$ cat src/rtl/cpu_program_loader.sv
// cpu_program_loader
//   Loads a host program into the RISC-V core's instruction memory (32-bit
//   words) or data memory (64-bit words, assembled from two 32-bit beats)
//   through a valid/ready stream. After loading, it drives the core enable
//   on run_req and drops it on halt.
//   Optional feature macro: LOADER_CHECKSUM_EN -- when defined, every load
//   ends with one extra beat carrying the mod-2^32 sum of the payload beats.
module cpu_program_loader #(
  parameter int IMEM_DEPTH = 512,
  parameter int DMEM_DEPTH = 1024,
  parameter int LEN_W      = 16
) (
  input  logic             clk,
  input  logic             arst_n,
  input  logic             start,
  input  logic             target,
  input  logic [LEN_W-1:0] num_words,
  input  logic             s_valid,
  input  logic [31:0]      s_data,
  output logic             s_ready,
  input  logic             run_req,
  input  logic             halt,
  output logic [63:0]      addr_ext,
  output logic             wen_ext,
  output logic [31:0]      wdata_ext,
  output logic [63:0]      addr_ext_2,
  output logic             wen_ext_2,
  output logic [63:0]      wdata_ext_2,
  output logic             cpu_enable,
  output logic             busy,
  output logic             done,
  output logic             error
);

  typedef enum logic [2:0] {
    S_IDLE      = 3'd0,
    S_LOAD_I    = 3'd1,
    S_LOAD_D_LO = 3'd2,
    S_LOAD_D_HI = 3'd3,
    S_FINISH    = 3'd4,
    S_RUN       = 3'd5
  } state_t;

  // Capacities widened by one bit so a count equal to 2^LEN_W-1 still
  // compares correctly against the depth.
  localparam logic [LEN_W:0] IMEM_CAP = (LEN_W+1)'(IMEM_DEPTH);
  localparam logic [LEN_W:0] DMEM_CAP = (LEN_W+1)'(DMEM_DEPTH);

  state_t           r_state;
  state_t           w_next_state;

  logic [LEN_W-1:0] r_index;      // current memory word index
  logic [LEN_W-1:0] r_last;       // index of the final word of this load
  logic [31:0]      r_lo;         // low half of the data word being built
  logic             r_error;

  logic [63:0]      r_addr_i;
  logic             r_wen_i;
  logic [31:0]      r_wdata_i;
  logic [63:0]      r_addr_d;
  logic             r_wen_d;
  logic [63:0]      r_wdata_d;

`ifdef LOADER_CHECKSUM_EN
  logic [31:0]      r_sum;        // running sum of payload beats
`endif

  logic [LEN_W:0]   w_cap;
  logic             w_oversize;
  logic             w_start_ok;
  logic             w_start_oversize;
  logic             w_beat;
  logic             w_last;

  assign w_cap            = target ? DMEM_CAP : IMEM_CAP;
  assign w_oversize       = {1'b0, num_words} > w_cap;
  assign w_start_ok       = (r_state == S_IDLE) && start && !w_oversize;
  assign w_start_oversize = (r_state == S_IDLE) && start && w_oversize;
  assign w_beat           = s_valid && s_ready;
  assign w_last           = (r_index == r_last);

  assign addr_ext    = r_addr_i;
  assign wen_ext     = r_wen_i;
  assign wdata_ext   = r_wdata_i;
  assign addr_ext_2  = r_addr_d;
  assign wen_ext_2   = r_wen_d;
  assign wdata_ext_2 = r_wdata_d;
  assign error       = r_error;

  // State register with synchronous active-low reset.
  always_ff @(posedge clk) begin
    // NOTE: sequential state uses non-blocking assignments so every register
    // samples the pre-edge values, independent of statement order.
    if (!arst_n) begin
      r_state <= S_IDLE;
    end else begin
      r_state <= w_next_state;
    end
  end

  // Next-state decode and state-derived outputs.
  always_comb begin
    // NOTE: every output of this block is given a default first, so no path
    // leaves a value unassigned and no latch is inferred.
    w_next_state = r_state;
    s_ready      = 1'b0;
    busy         = 1'b0;
    done         = 1'b0;
    cpu_enable   = 1'b0;

    unique case (r_state)
      S_IDLE: begin
        // start takes priority over run_req; an oversize start stays here.
        if (start) begin
          if (!w_oversize) begin
            if (num_words == '0) begin
              w_next_state = S_FINISH;
            end else if (target) begin
              w_next_state = S_LOAD_D_LO;
            end else begin
              w_next_state = S_LOAD_I;
            end
          end
        end else if (run_req && !r_error) begin
          w_next_state = S_RUN;
        end
      end

      S_LOAD_I: begin
        s_ready = 1'b1;
        busy    = 1'b1;
        if (s_valid && w_last) begin
          w_next_state = S_FINISH;
        end
      end

      S_LOAD_D_LO: begin
        s_ready = 1'b1;
        busy    = 1'b1;
        if (s_valid) begin
          w_next_state = S_LOAD_D_HI;
        end
      end

      S_LOAD_D_HI: begin
        s_ready = 1'b1;
        busy    = 1'b1;
        if (s_valid) begin
          w_next_state = w_last ? S_FINISH : S_LOAD_D_LO;
        end
      end

      S_FINISH: begin
`ifdef LOADER_CHECKSUM_EN
        // Hold here until the checksum beat arrives; done marks its acceptance.
        s_ready = 1'b1;
        if (s_valid) begin
          done         = 1'b1;
          w_next_state = S_IDLE;
        end
`else
        done         = 1'b1;
        w_next_state = S_IDLE;
`endif
      end

      S_RUN: begin
        cpu_enable = 1'b1;
        if (halt) begin
          w_next_state = S_IDLE;
        end
      end

      default: begin
        w_next_state = S_IDLE;
      end
    endcase
  end

  // Load datapath: word index, error flag, low-half latch and write ports.
  always_ff @(posedge clk) begin
    if (!arst_n) begin
      r_index   <= '0;
      r_last    <= '0;
      r_lo      <= '0;
      r_error   <= 1'b0;
      r_addr_i  <= '0;
      r_wen_i   <= 1'b0;
      r_wdata_i <= '0;
      r_addr_d  <= '0;
      r_wen_d   <= 1'b0;
      r_wdata_d <= '0;
`ifdef LOADER_CHECKSUM_EN
      r_sum     <= '0;
`endif
    end else begin
      // Write enables are single-cycle strobes; address and data hold.
      r_wen_i <= 1'b0;
      r_wen_d <= 1'b0;

      if (w_start_ok) begin
        r_index <= '0;
        r_last  <= num_words - LEN_W'(1);
        r_error <= 1'b0;
`ifdef LOADER_CHECKSUM_EN
        r_sum   <= '0;
`endif
      end else if (w_start_oversize) begin
        r_error <= 1'b1;
      end

      if (w_beat) begin
        unique case (r_state)
          S_LOAD_I: begin
            r_wen_i   <= 1'b1;
            r_addr_i  <= 64'({r_index, 2'b00});
            r_wdata_i <= s_data;
            r_index   <= r_index + LEN_W'(1);
`ifdef LOADER_CHECKSUM_EN
            r_sum     <= r_sum + s_data;
`endif
          end
          S_LOAD_D_LO: begin
            r_lo <= s_data;
`ifdef LOADER_CHECKSUM_EN
            r_sum <= r_sum + s_data;
`endif
          end
          S_LOAD_D_HI: begin
            r_wen_d   <= 1'b1;
            r_addr_d  <= 64'({r_index, 3'b000});
            r_wdata_d <= {s_data, r_lo};
            r_index   <= r_index + LEN_W'(1);
`ifdef LOADER_CHECKSUM_EN
            r_sum     <= r_sum + s_data;
`endif
          end
`ifdef LOADER_CHECKSUM_EN
          S_FINISH: begin
            // A bad checksum blocks run_req until the next clean load.
            if (s_data != r_sum) begin
              r_error <= 1'b1;
            end
          end
`endif
          default: begin
          end
        endcase
      end
    end
  end

endmodule

$ cat config.mk
export PLATFORM = sky130hd
export DESIGN_NAME = cpu_program_loader
export DESIGN_NICKNAME = d
export VERILOG_FILES = /design/src/rtl/cpu_program_loader.sv
export SDC_FILE = /design/constraint.sdc
export NUM_CORES = 1
export LEC_CHECK = 0
export BUFFER_PORTS_ARGS = -buffer_cell sky130_fd_sc_hd__buf_2
export CORE_MARGIN = 1.5
export CORE_UTILIZATION = 25
export CTS_CLUSTER_SIZE = 14
export DETAILED_ROUTE_END_ITERATION = 16
export SLEW_MARGIN = 10
export SYNTH_ARGS = -nofsm -noshare
export SYNTH_HDL_FRONTEND = slang
export SYNTH_SLANG_ARGS = --single-unit
export TNS_END_PERCENT = 10
$ cat constraint.sdc
create_clock -name clk -period 5 [get_ports clk]
set_input_delay 1 -clock clk [delete_from_list [all_inputs] [get_ports clk]]
set_output_delay 1 -clock clk [all_outputs]
set_load 0.01 [all_outputs]
==> summary.md <==
| Metric | Value |
|---|---|
| Register bit total from synthesis | 198 |
| Share of post-route cells with drive strength above 1 | 19.4% |
| Setup repair after global routing missed its margin | no |
| Fraction of met2 tracks used by global routing | 22.1% |
| Clock root buffer | clkbuf_16 |
| Initial antenna violation count | 0 |
| Number of diodes added for antenna fixing | 0 |
| GPL Wtd Cong | 0.777 |
| # IOs | 286 |
| Via count of the first global-routing pass | 6635 |
| Clock skew | 14.3 ps |
| HPWL after DPL | 15600 um |
| Vias after detailed routing | 7097 |
| Least-Margin Pin Slew | 1160 ps |
| Inserted Clock Buffers | 17 |
| Area delta synth->final | 18.1% |
| Peak Freq | 335 MHz |
| Fillers | 3780 |
| CTS Hold Bufs | 0 |
| Slew Limit Fails | 0 |
| Slowest cell delay on critical path | 650 ps |
| Leakage power of the design | 4.28 nW |
| Worst-path maximum fanout | 12 |
| Hold/Removal Path Class | reg2reg |
| Area fraction of the dominant cell type after synthesis | 45.2% |
| Part of the Yosys area used for sequential elements | 45.2% |
| Leftover overflow at the end of global routing | 0 |
| Clk Latency, worst-skew pair | 460 ps |
| Maximum number of pins on one net before global-route repair | 130 |
| Die height | 190 um |
| Crit path cell chain | clkinv_1, a21oi_1, buf_2 |
| GR peak layer | met2 |
| P per Cell Area | 373 nW/um^2 |
| Post-detailed-route wirelength per cell | 13.8 um |
| Worst max-slew margin expressed relative to the limit | 22.2% |
| Final critical-path required period | 2990 ps |
| Starting density of the core | 25.4% |
| Number of DRC markers after the initial detailed-route iteration | 267 |
| Drt first pass iters | 4 |
| Share of the clock period used by the worst path | 59.7% |
| Total routed wirelength | 23000 um |
| Drt drc | 0 |
| TritonCTS clock tree | yes |
| Total core area | 34500 um^2 |
| GR Util All Layers | 12.8% |
| Most used standard cells in the synthesized netlist | 347 x nand2_1, 198 x dfxtp_1, 165 x a21boi_0 |
| Die Footprint | 36200 um^2 |
| Clock buffer depth | 2 |
| Global-route met1 utilization | 15.4% |
| Hold Fails Final Rpt | 0 |
| Net total in the final layout | 1262 |
| Max Cap Violations | 0 |
| CTS resizes | 0 |
| Slowest CP cell | dfxtp_1 |
| Total Neg Setup Slack | 0 ps |
| Result of the run | finished, final reports clean |
| Kind of critical path | reg2out |
| CTS HTree Levels | 4 |
| Top post-synthesis cells by area | dfxtp_1 45%, nand2_1 15%, a21boi_0 14% |
| Most used DFF post-synth | dfxtp_1 |
| Synthesized cell area | 8770 um^2 |
| Highest ir drop seen on vdd | 0.236 mV |
| DIE WIDTH | 190 um |
| Warning count from the yosys run | 0 |
| Power after layout | 0.00387 W |
| Per-cell via count in the routed design | 4.25 |
| Number of port buffers | 189 |
| Data required time of the critical path | 4000 ps |
| Endpoint kind of the worst setup timing path | primary output |
| Cells after Synth | 1062 |
| Floorplan row count | 68 |
| Unique cell type count in the Yosys netlist | 50 |
| Clock input transition at the sequential cells of the worst setup and hold paths | 80 ps |
| Met3 Track Usage GR | 3.68% |
| WP data arrival | 1990 ps |
| Cell taking the most area after synthesis | dfxtp_1 |
| Setup violation total in the final timing report | 0 |
| Sink count of the clock tree | 198 |
| Count of nets left with antenna violations after detail routing | 0 |
| Post-synthesis area per instance | 8.26 um^2 |
| CP Launch Type | register |
| First-pass GRT wire length | 36300 um |
| Post-synth EDFFs | 0 |
| Post-CTS Repair Setup Buffers | 0 |
| Leading cell type by number of instances after synthesis | nand2_1 |
| Fraction of registers with async set/reset | 0% |
==> kinds of logic (layout without fill, tap and decap cells) <==
family | Yosys count | count (layout) | share of synthesized area (%)
AND/OR/NAND/NOR | 446 | 446 | 21.0
flip-flops | 198 | 198 | 45.2
other | 1 | 96 | 0.0427
XOR/XNOR | 35 | 35 | 3.49
adder cells (fa/ha/maj) | 5 | 5 | 0.713
AO/OA/AOI/OAI | 199 | 199 | 17.8
buffers and inverters | 178 | 236 | 11.8
==> sequential cells by signal, summed over array words and instances, names as in the netlist <==
| signal | flops |
|---|---|
| wen_ext_2 | 1 |
| wdata_ext_2 | 64 |
| wdata_ext | 32 |
| r_index | 16 |
| r_last | 16 |
| wen_ext | 1 |
| error | 1 |
| addr_ext | 16 |
| addr_ext_2 | 16 |
| r_state | 3 |
| r_lo | 32 |
==> critical path, delay by kind of cell, from the launching register on <==
| kind | cells | cell delay, ps |
|---|---|---|
| AO/OA/AOI/OAI | 1 | 280 |
| buffers and inverters | 2 | 600 |
| flip-flops | 1 | 650 |
==> metrics by stage <==
stage	util (%)	setup WS [ps]	hold WS [ps]	cell area (um^2)	std cells
floorplan	-	2080	441	9130	1157
global placement	28.2	1780	445	9740	1638
detailed placement	28.2	1700	454	9740	1638
CTS	30.0	1970	463	10400	1670
global route	30.0	1830	479	10400	1670
finish	30.0	2010	458	10400	1670
==> layer usage <==
metal	routed length [um]	share of wire (%)
met5	0	0
met4	237	1.0
met3	1230	5.3
met2	11200	49
met1	10300	45
==> report_power, final <==
part | internal (W) | total (W) | leakage, nW | switching (W)
Combinational | 0.000215 | 0.000663 | 2.38 | 0.000449
Clock | 0.000767 | 0.00146 | 0.302 | 0.000693
Sequential | 0.00167 | 0.00175 | 1.60 | 0.0000771
Total | 0.00265 | 0.00387 | 4.28 | 0.00122
==> cells in the final DEF, fill, tap and decap left out, types with 2 or more instances in the layout <==
| cell | n |
|---|---|
| inv_1 | 9 |
| and2_1 | 4 |
| clkinv_8 | 2 |
| nand3b_1 | 2 |
| nand2_1 | 345 |
| bufinv_16 | 2 |
| nor2b_1 | 2 |
| dfxtp_1 | 198 |
| ha_1 | 5 |
| clkinv_4 | 2 |
| conb_1 | 96 |
| and4_1 | 2 |
| o21a_1 | 4 |
| a21boi_0 | 165 |
| buf_2 | 188 |
| buf_4 | 4 |
| o21ai_0 | 3 |
| nor3_1 | 6 |
| nor2_4 | 2 |
| nor2_1 | 31 |
| nor4_1 | 5 |
| and3_1 | 8 |
| xnor2_1 | 24 |
| buf_12 | 2 |
| nand3_1 | 11 |
| xor2_1 | 11 |
| inv_8 | 4 |
| o211a_1 | 11 |
| inv_6 | 4 |
| nand4_1 | 10 |
| nand2b_1 | 4 |
| nor3b_1 | 3 |
| clkbuf_16 | 17 |
| or4_1 | 4 |
==> area by class of cell <==
cell class / count / area, um^2 / share of cell area (%)
inverter: 10 / 37.5 / 0.362
timing repair buffer: 194 / 1010 / 9.76
clock inverter: 15 / 198 / 1.91
tap: 455 / 569 / 5.50
clock buffer: 17 / 425 / 4.11
sequential: 198 / 3960 / 38.3
multi-input combinational: 781 / 4160 / 40.1
==> worst paths after layout <==
| kind | startpoint | endpoint | slack (ps) | cells past startpoint |
|---|---|---|---|---|
| worst max-delay path | r_state[1]$_SDFFE_PN0P_ | busy | 2010 | 3 |
| worst min-delay path | r_lo[10]$_SDFFE_PN0P_ | wdata_ext_2[10]$_SDFFE_PN0P_ | 460 | 2 |
| worst max register to register | r_state[1]$_SDFFE_PN0P_ | wdata_ext_2[49]$_SDFFE_PN0P_ | 2440 | 5 |
| worst min register to register | r_lo[10]$_SDFFE_PN0P_ | wdata_ext_2[10]$_SDFFE_PN0P_ | 460 | 2 |
No activity file was read; power rests on OpenSTA's default activity.
